File: src/rtl/mem_arbiter.sv
// Single-port RAM arbiter: serialises instruction-fetch and data requests onto one RAM port.
// Latency: grant one cycle after the request; done in the first grant cycle the RAM reports ACCESS/ERROR.
// Backpressure: iwait/dwait stay high until completion; data has priority, with fetch starvation bounded by STARVE_LIMIT.
module mem_arbiter #(
    parameter int STARVE_LIMIT = 4
) (
    input  logic        CLK,
    input  logic        RST,
    input  logic        iREN,
    input  logic [31:0] iaddr,
    output logic        iwait,
    output logic [31:0] iload,
    input  logic        dREN,
    input  logic        dWEN,
    input  logic [31:0] daddr,
    input  logic [31:0] dstore,
    output logic        dwait,
    output logic [31:0] dload,
    output logic        ramREN,
    output logic        ramWEN,
    output logic [31:0] ramaddr,
    output logic [31:0] ramstore,
    input  logic [31:0] ramload,
    input  logic [1:0]  ramstate
);
    localparam logic [1:0] RAM_ACCESS = 2'd2;
    localparam logic [1:0] RAM_ERROR  = 2'd3;

    localparam logic [1:0] IDLE = 2'd0;
    localparam logic [1:0] IGNT = 2'd1;
    localparam logic [1:0] DGNT = 2'd2;

    localparam logic [3:0] LIMIT = 4'(STARVE_LIMIT);

    logic [1:0] state;
    logic [1:0] next_state;
    logic [3:0] dstreak;
    logic [3:0] next_dstreak;
    logic       d_req;
    logic       ram_done;
    logic       streak_ok;

    assign d_req     = dREN | dWEN;
    // ERROR completes the access just like ACCESS; the requester gets whatever ramload holds.
    assign ram_done  = (ramstate == RAM_ACCESS) || (ramstate == RAM_ERROR);
    assign streak_ok = (dstreak < LIMIT);

    always_comb begin
        next_state   = state;
        next_dstreak = dstreak;
        iwait        = iREN;
        dwait        = d_req;
        iload        = '0;
        dload        = '0;
        ramREN       = 1'b0;
        ramWEN       = 1'b0;
        ramaddr      = '0;
        ramstore     = '0;
        if (!RST) begin
            case (state)
                IDLE: begin
                    if (d_req && (!iREN || streak_ok)) begin
                        next_state = DGNT;
                    end else if (iREN) begin
                        next_state = IGNT;
                    end
                end
                IGNT: begin
                    // Strobe follows the live request so an abort drops it in the same cycle.
                    ramREN  = iREN;
                    ramaddr = iaddr;
                    if (!iREN) begin
                        next_state = IDLE;
                    end else if (ram_done) begin
                        iwait        = 1'b0;
                        iload        = ramload;
                        next_state   = IDLE;
                        next_dstreak = '0;
                    end
                end
                DGNT: begin
                    ramaddr  = daddr;
                    ramstore = dstore;
                    ramWEN   = dWEN;
                    ramREN   = dREN & ~dWEN;
                    if (!d_req) begin
                        next_state = IDLE;
                    end else if (ram_done) begin
                        dwait      = 1'b0;
                        dload      = ramload;
                        next_state = IDLE;
                        if (iREN) begin
                            next_dstreak = (dstreak == 4'hF) ? dstreak : dstreak + 4'd1;
                        end else begin
                            next_dstreak = '0;
                        end
                    end
                end
                default: next_state = IDLE;
            endcase
        end
    end

    always_ff @(posedge CLK) begin
        if (RST) begin
            state   <= IDLE;
            dstreak <= '0;
        end else begin
            state   <= next_state;
            dstreak <= next_dstreak;
        end
    end

endmodule

File: config.mk
export PLATFORM = sky130hd
export DESIGN_NAME = mem_arbiter
export DESIGN_NICKNAME = d
export VERILOG_FILES = /design/src/rtl/mem_arbiter.sv
export SDC_FILE = /design/constraint.sdc
export NUM_CORES = 1
export LEC_CHECK = 0
export CORE_AREA = 3 3 102 104
export CTS_CLUSTER_DIAMETER = 120
export CTS_CLUSTER_SIZE = 24
export DETAILED_ROUTE_END_ITERATION = 10
export DIE_AREA = 0 0 105 107
export DONT_BUFFER_PORTS = 1
export PLACE_DENSITY = 0.3
export SLEW_MARGIN = 15
export SYNTH_ARGS = -nofsm -noshare
export SYNTH_HDL_FRONTEND = slang
export SYNTH_SLANG_ARGS = --single-unit
File: constraint.sdc
create_clock -name CLK -period 2.1 [get_ports CLK]
set_input_delay 0.525 -clock CLK [delete_from_list [all_inputs] [get_ports CLK]]
set_output_delay 0.525 -clock CLK [all_outputs]
set_load 0.005 [all_outputs]
**After elaboration in Yosys (flattened, before gate mapping)**

Index checks and enable logic that the tools add are counted.

- Register bits after elaboration: 6

- Add/sub/neg operators: 1
- Reductions and logical operators: 7
- Order comparisons: 1
- Bitwise gates (word level): 3
- Equality and inequality tests: 11
- Muxes and demuxes: 35

Operator list:

| operator | number |
|---|---|
| $mux 32 | 10 |
| $pmux 32 s2 | 1 |
| $mux 4 | 6 |
| $mux 1 | 10 |
| $mux 2 | 5 |
| $ne 2x2->1 const B | 4 |
| $pmux 4 s2 | 1 |
| $eq 2x2->1 const B | 3 |
| $ne 3x3->1 const B | 2 |
| $pmux 2 s3 | 1 |
| $reduce_and 6->1 | 1 |
| $add 4x1->4 const B | 1 |
| $eq 4x4->1 const B | 1 |
| $lt 4x3->1 const B | 1 |
| $eq 2x1->1 const B | 1 |
| $logic_not 2->1 | 1 |
| $logic_or 1x1->1 | 2 |
| $pmux 1 s2 | 1 |
| $reduce_bool 2->1 | 1 |
| $and 1x1->1 | 1 |
| $logic_and 1x1->1 | 1 |
| $logic_not 1->1 | 1 |
| $not 1->1 | 1 |
| $or 1x1->1 | 1 |

**Longest topological paths before layout**

Gate-level depths: netlist (run 1).

- Word-level depth: 6
- Depth in mapped cells: 7

**Worst setup path after synthesis (run 1)**

No wires, ideal clock.

- Kind: reg-to-output
- From: register state[0]
- To: output dwait
- Cell stages (with the launch flop): 7
- Required time: 1.575 ns
- Setup slack: 0.223 ns
- Path buffers: 2
- Data arrival time: 1.352 ns
- Cell sequence: dfxtp_1 > inv_1 > ha_1 > buf_4 > and2b_1 > buf_2 > a21oi_1

- Longest elaborated chain between the ends: 3

Ends and longest elaborated chain:

| element | line | RTL |
|---|---|---|
| start, declared | 35 | `logic [1:0] state;` |
| start signal, assigned | 109 | `state <= next_state;` |
| $eq 2x2->1 | 60 | `case (state)` |
| $mux 1 | 60 |  |
| $mux 1 | 59 | `if (!RST) begin` |
| end, declared | 17 | `output logic dwait,` |

Every way passes these cells.

**Worst setup path in the final report (run 1)**

- From: register state[0]
- To: output ramaddr[14]

- Longest elaborated chain between the ends: 3
- Elaborated cells between the ends (all ways): 4
- Classes of those cells: eq/ne (2); mux (2)

Ends and longest elaborated chain:

| element | line | RTL |
|---|---|---|
| $eq 2x2->1 / $eq 2x1->1 (equally long branches) | 60 |  |
| $pmux 32 s2 * | 60 |  |
| $mux 32 * | 59 |  |
| end, declared | 21 | `output logic [31:0] ramaddr,` |

Mark *: on every way between the ends. The rest lies on a longest branch, timed or not.

==> results of run 1 <==
## cells in the final DEF, fill, tap and decap left out, drive strengths merged
| cell | n |
|---|---|
| a211oi | 2 |
| a31oi | 1 |
| and2 | 34 |
| o31ai | 2 |
| nand2 | 4 |
| a211o | 1 |
| nand3b | 2 |
| a31o | 1 |
| a21oi | 7 |
| and3 | 65 |
| o21bai | 1 |
| nand2b | 2 |
| and2b | 1 |
| or2 | 1 |
| clkbuf | 3 |
| o21a | 2 |
| buf | 8 |
| nor2 | 37 |
| a221o | 1 |
| a221oi | 1 |
| a22oi | 32 |
| o2111ai | 1 |
| inv | 4 |
| nand3 | 2 |
| dfxtp | 6 |
| nor2b | 1 |
| o21ai | 2 |
| ha | 5 |
## layout make-up
type                       count  area [um^2]  area share
multi-input combinational    208         1340       0.749
tap                          133          166      0.0933
sequential                     6          120      0.0674
timing repair buffer           8          104      0.0582
clock buffer                   3         41.3      0.0232
inverter                       4         15.0     0.00842
## report_power, final
part,leakage [uW],switching (uW),internal [uW]
Clock,0.0000216,52.1,123
Sequential,0.0000487,3.57,118
Combinational,0.000735,163,104
## flip-flops by register name (all words and copies together), names as in the netlist
name	cells
state	2
dstreak	4
## worst max-delay path, delay by kind of cell (launching register included)
kind                     cells  cell delay [ns]
flip-flops                   1             0.36
buffers and inverters        2             0.33
adder cells (fa/ha/maj)      1             0.31
AND/OR/NAND/NOR              2             0.25
## path summary, 6_finish.rpt
check                           startpoint          end  slack (ns)  depth (start not counted)
worst min-delay path                   RST   dstreak[1]        0.37                          1
worst max-delay path              state[0]  ramaddr[14]        0.07                          5
worst max register to register    state[1]   dstreak[3]        0.23                          7
worst min register to register  dstreak[0]   dstreak[0]        0.51                          2
## cell usage after synthesis, drive strengths merged, types with 2 or more instances
master / count / area, um^2
nand3b: 2 / 15.0
clkbuf: 14 / 52.6
o31ai: 2 / 15.0
buf: 15 / 81.3
a211oi: 2 / 15.0
inv: 4 / 15.0
ha: 5 / 62.6
dfxtp: 6 / 120
and2: 34 / 213
o21ai: 2 / 10.0
nor2: 37 / 139
o21a: 2 / 16.3
a21oi: 7 / 35.0
a22oi: 32 / 240
nand2b: 2 / 20.0
and3: 65 / 407
nand3: 2 / 10.0
nand2: 4 / 15.0
## metal layers
| layer | track usage | part of all wire |
|---|---|---|
| met3 | 0.0181 | 0.092 |
| met4 | 0.0366 | 0.020 |
| met2 | 0.206 | 0.52 |
| met5 | 0 | 0 |
| met1 | 0.111 | 0.36 |
## cell families after synthesis
logic type      after synthesis
compound gates               54
fa+ha+maj                     5
buf+inv                      33
flops                         6
simple gates                149
## through the flow
stage          utilization  hold slack (ns)  setup TNS [ns]
2_1_floorplan            -            0.467               0
3_3_place_gp         0.175            0.495         -0.0260
3_5_place_dp         0.175            0.499           -1.99
4_1_cts              0.181            0.364        -0.00212
5_1_grt              0.185            0.374          -0.268
6_report             0.185            0.369               0
==> results.py, run 1 <==
metrics = {
    "final_layout": {
        "fin_cells": 362,
        "drive_gt1_frac": 0.0873,
        "stdcell_area_um2": 1780,
        "fin_nets": 371,
        "diodes": 0,
        "area_delta_synth_final_pct": 13.0,
        "fillers": 1107,
    },
    "synthesis": {
        "synth_top_family_by_area": "simple AND/OR/NAND/NOR gates",
        "ys_ff_latch": 6,
        "synth_flop_cell": "dfxtp_1",
        "ys_warn_count": 0,
        "async_reset_ff_frac": 0,
        "synth-xor-area-share": 0,
        "synth_seq_area_share": 0.0761,
        "synthMuxAreaShare": 0,
        "syn-cell-area_um2": 1580,
        "synth_fp_nets": 387,
        "syn_avg_cell_area_um2": 6.39,
        "synth_compound_area_frac": 0.259,
        "synth-edff-count": 0,
        "yosysUniqueCellTypes": 35,
        "synth_fa_ha_area_frac": 0.0397,
        "synth_cells": 247,
        "synthSimpleGateAreaFrac": 0.531,
    },
    "timing": {
        "report.final.hold_viol_count": 0,
        "final.min_clock_period_ns": 2.03,
        "fmax_mhz": 492,
        "finClkSkew_ns": 0.00157,
        "slew_headroom": 0.768,
        "setup_ws_ns": 0.0663,
        "rsz0062_at_grt": "true",
        "final-max-slew-violation-count": 0,
        "finalSetupViolations": 0,
        "fin_crit_sh": 0.968,
        "worst_pin_slew_ns": 0.349,
    },
    "grt": {
        "grt_max_degree": 66,
        "grt_pass1_vias": 1752,
        "track_usage": 0.105,
        "grt_pass1_wl_um": 9420,
        "gr-total-overflow": 0,
        "antenna_found_initial": 0,
    },
    "critical_path": {
        "crit_type": "flop to output pin",
        "cp-end-kind": "output pin",
        "critPathMaxFanout": 32,
        "start_kind": "flop",
        "slowest_stage": "dfxtp_1",
        "critical_path_required_ns": 1.57,
        "arrival_ns": 1.51,
        "slowest_delay_ns": 0.36,
        "cp_cell_sequence": "inv_1, ha_1, nand2b_1, buf_8, nor2_1",
    },
    "status": {
        "status": "complete, no violations",
    },
    "pwr": {
        "power_density_nw_per_um2": 316,
        "power_uw": 564,
        "p_leak_uw": 0.000805,
        "ir_drop_v": 0.0000798,
    },
    "clocking": {
        "cts_made_buffers": 3,
        "cts_tree": "yes",
        "post-cts-setup-buffer-count": 0,
        "cts-htree-levels": 1,
        "cts-root-buf": "clkbuf_8",
        "clock_latency_ns": 0.22,
        "cts.clk_slew.worst_paths_ns": 0.04,
        "cts_buffer_depth": 2,
        "cts_hold_buf": 0,
        "cts_resized": 7,
        "cts.sinks": 6,
    },
    "routing": {
        "remaining_drc_errors": 0,
        "drt.antenna.violating_nets": 0,
        "vias_per_cell": 5.27,
        "wl_per_cell_um": 19.8,
        "drtIter0Drc": 106,
        "drtPass1Iterations": 4,
        "drt-total-wl_um": 7180,
        "via_count": 1909,
    },
    "place": {
        "dp_cells": 359,
        "hpwl_um": 5870,
        "pre_cts_ws_ns": -0.101,
        "port_buffers": 0,
        "post_dp_cell_area_um2": 1690,
        "gp_congestion": 0.723,
    },
    "floorplan": {
        "io_pins": 267,
        "die_y_um": 107,
        "floorplan.initialDensity": 0.164,
        "core_area_um2": 9640,
        "dieArea_um2": 11200,
        "rows": 36,
        "die_x_um": 105,
    },
    "worst_hold_path": {
        "hold_path.class": "input pin to flop",
    },
    "run": {
        "drv_cap": 0,
    },
}
Power figures use the tool's default switching activity.
==> run 2, diff against run 1 <==
--- a/config.mk
+++ b/config.mk
@@ -5,6 +5,7 @@
 export SDC_FILE = /design/constraint.sdc
 export NUM_CORES = 1
 export LEC_CHECK = 0
+export ABC_CLOCK_PERIOD_IN_PS = 2100
 export CORE_AREA = 3 3 102 104
 export CTS_CLUSTER_DIAMETER = 120
 export CTS_CLUSTER_SIZE = 24
@@ -12,7 +13,6 @@
 export DIE_AREA = 0 0 105 107
 export DONT_BUFFER_PORTS = 1
 export PLACE_DENSITY = 0.3
-export SLEW_MARGIN = 15
 export SYNTH_ARGS = -nofsm -noshare
 export SYNTH_HDL_FRONTEND = slang
 export SYNTH_SLANG_ARGS = --single-unit
==> results of run 2 <==
Final layout, timing and power as in run 1 (identical DEF).
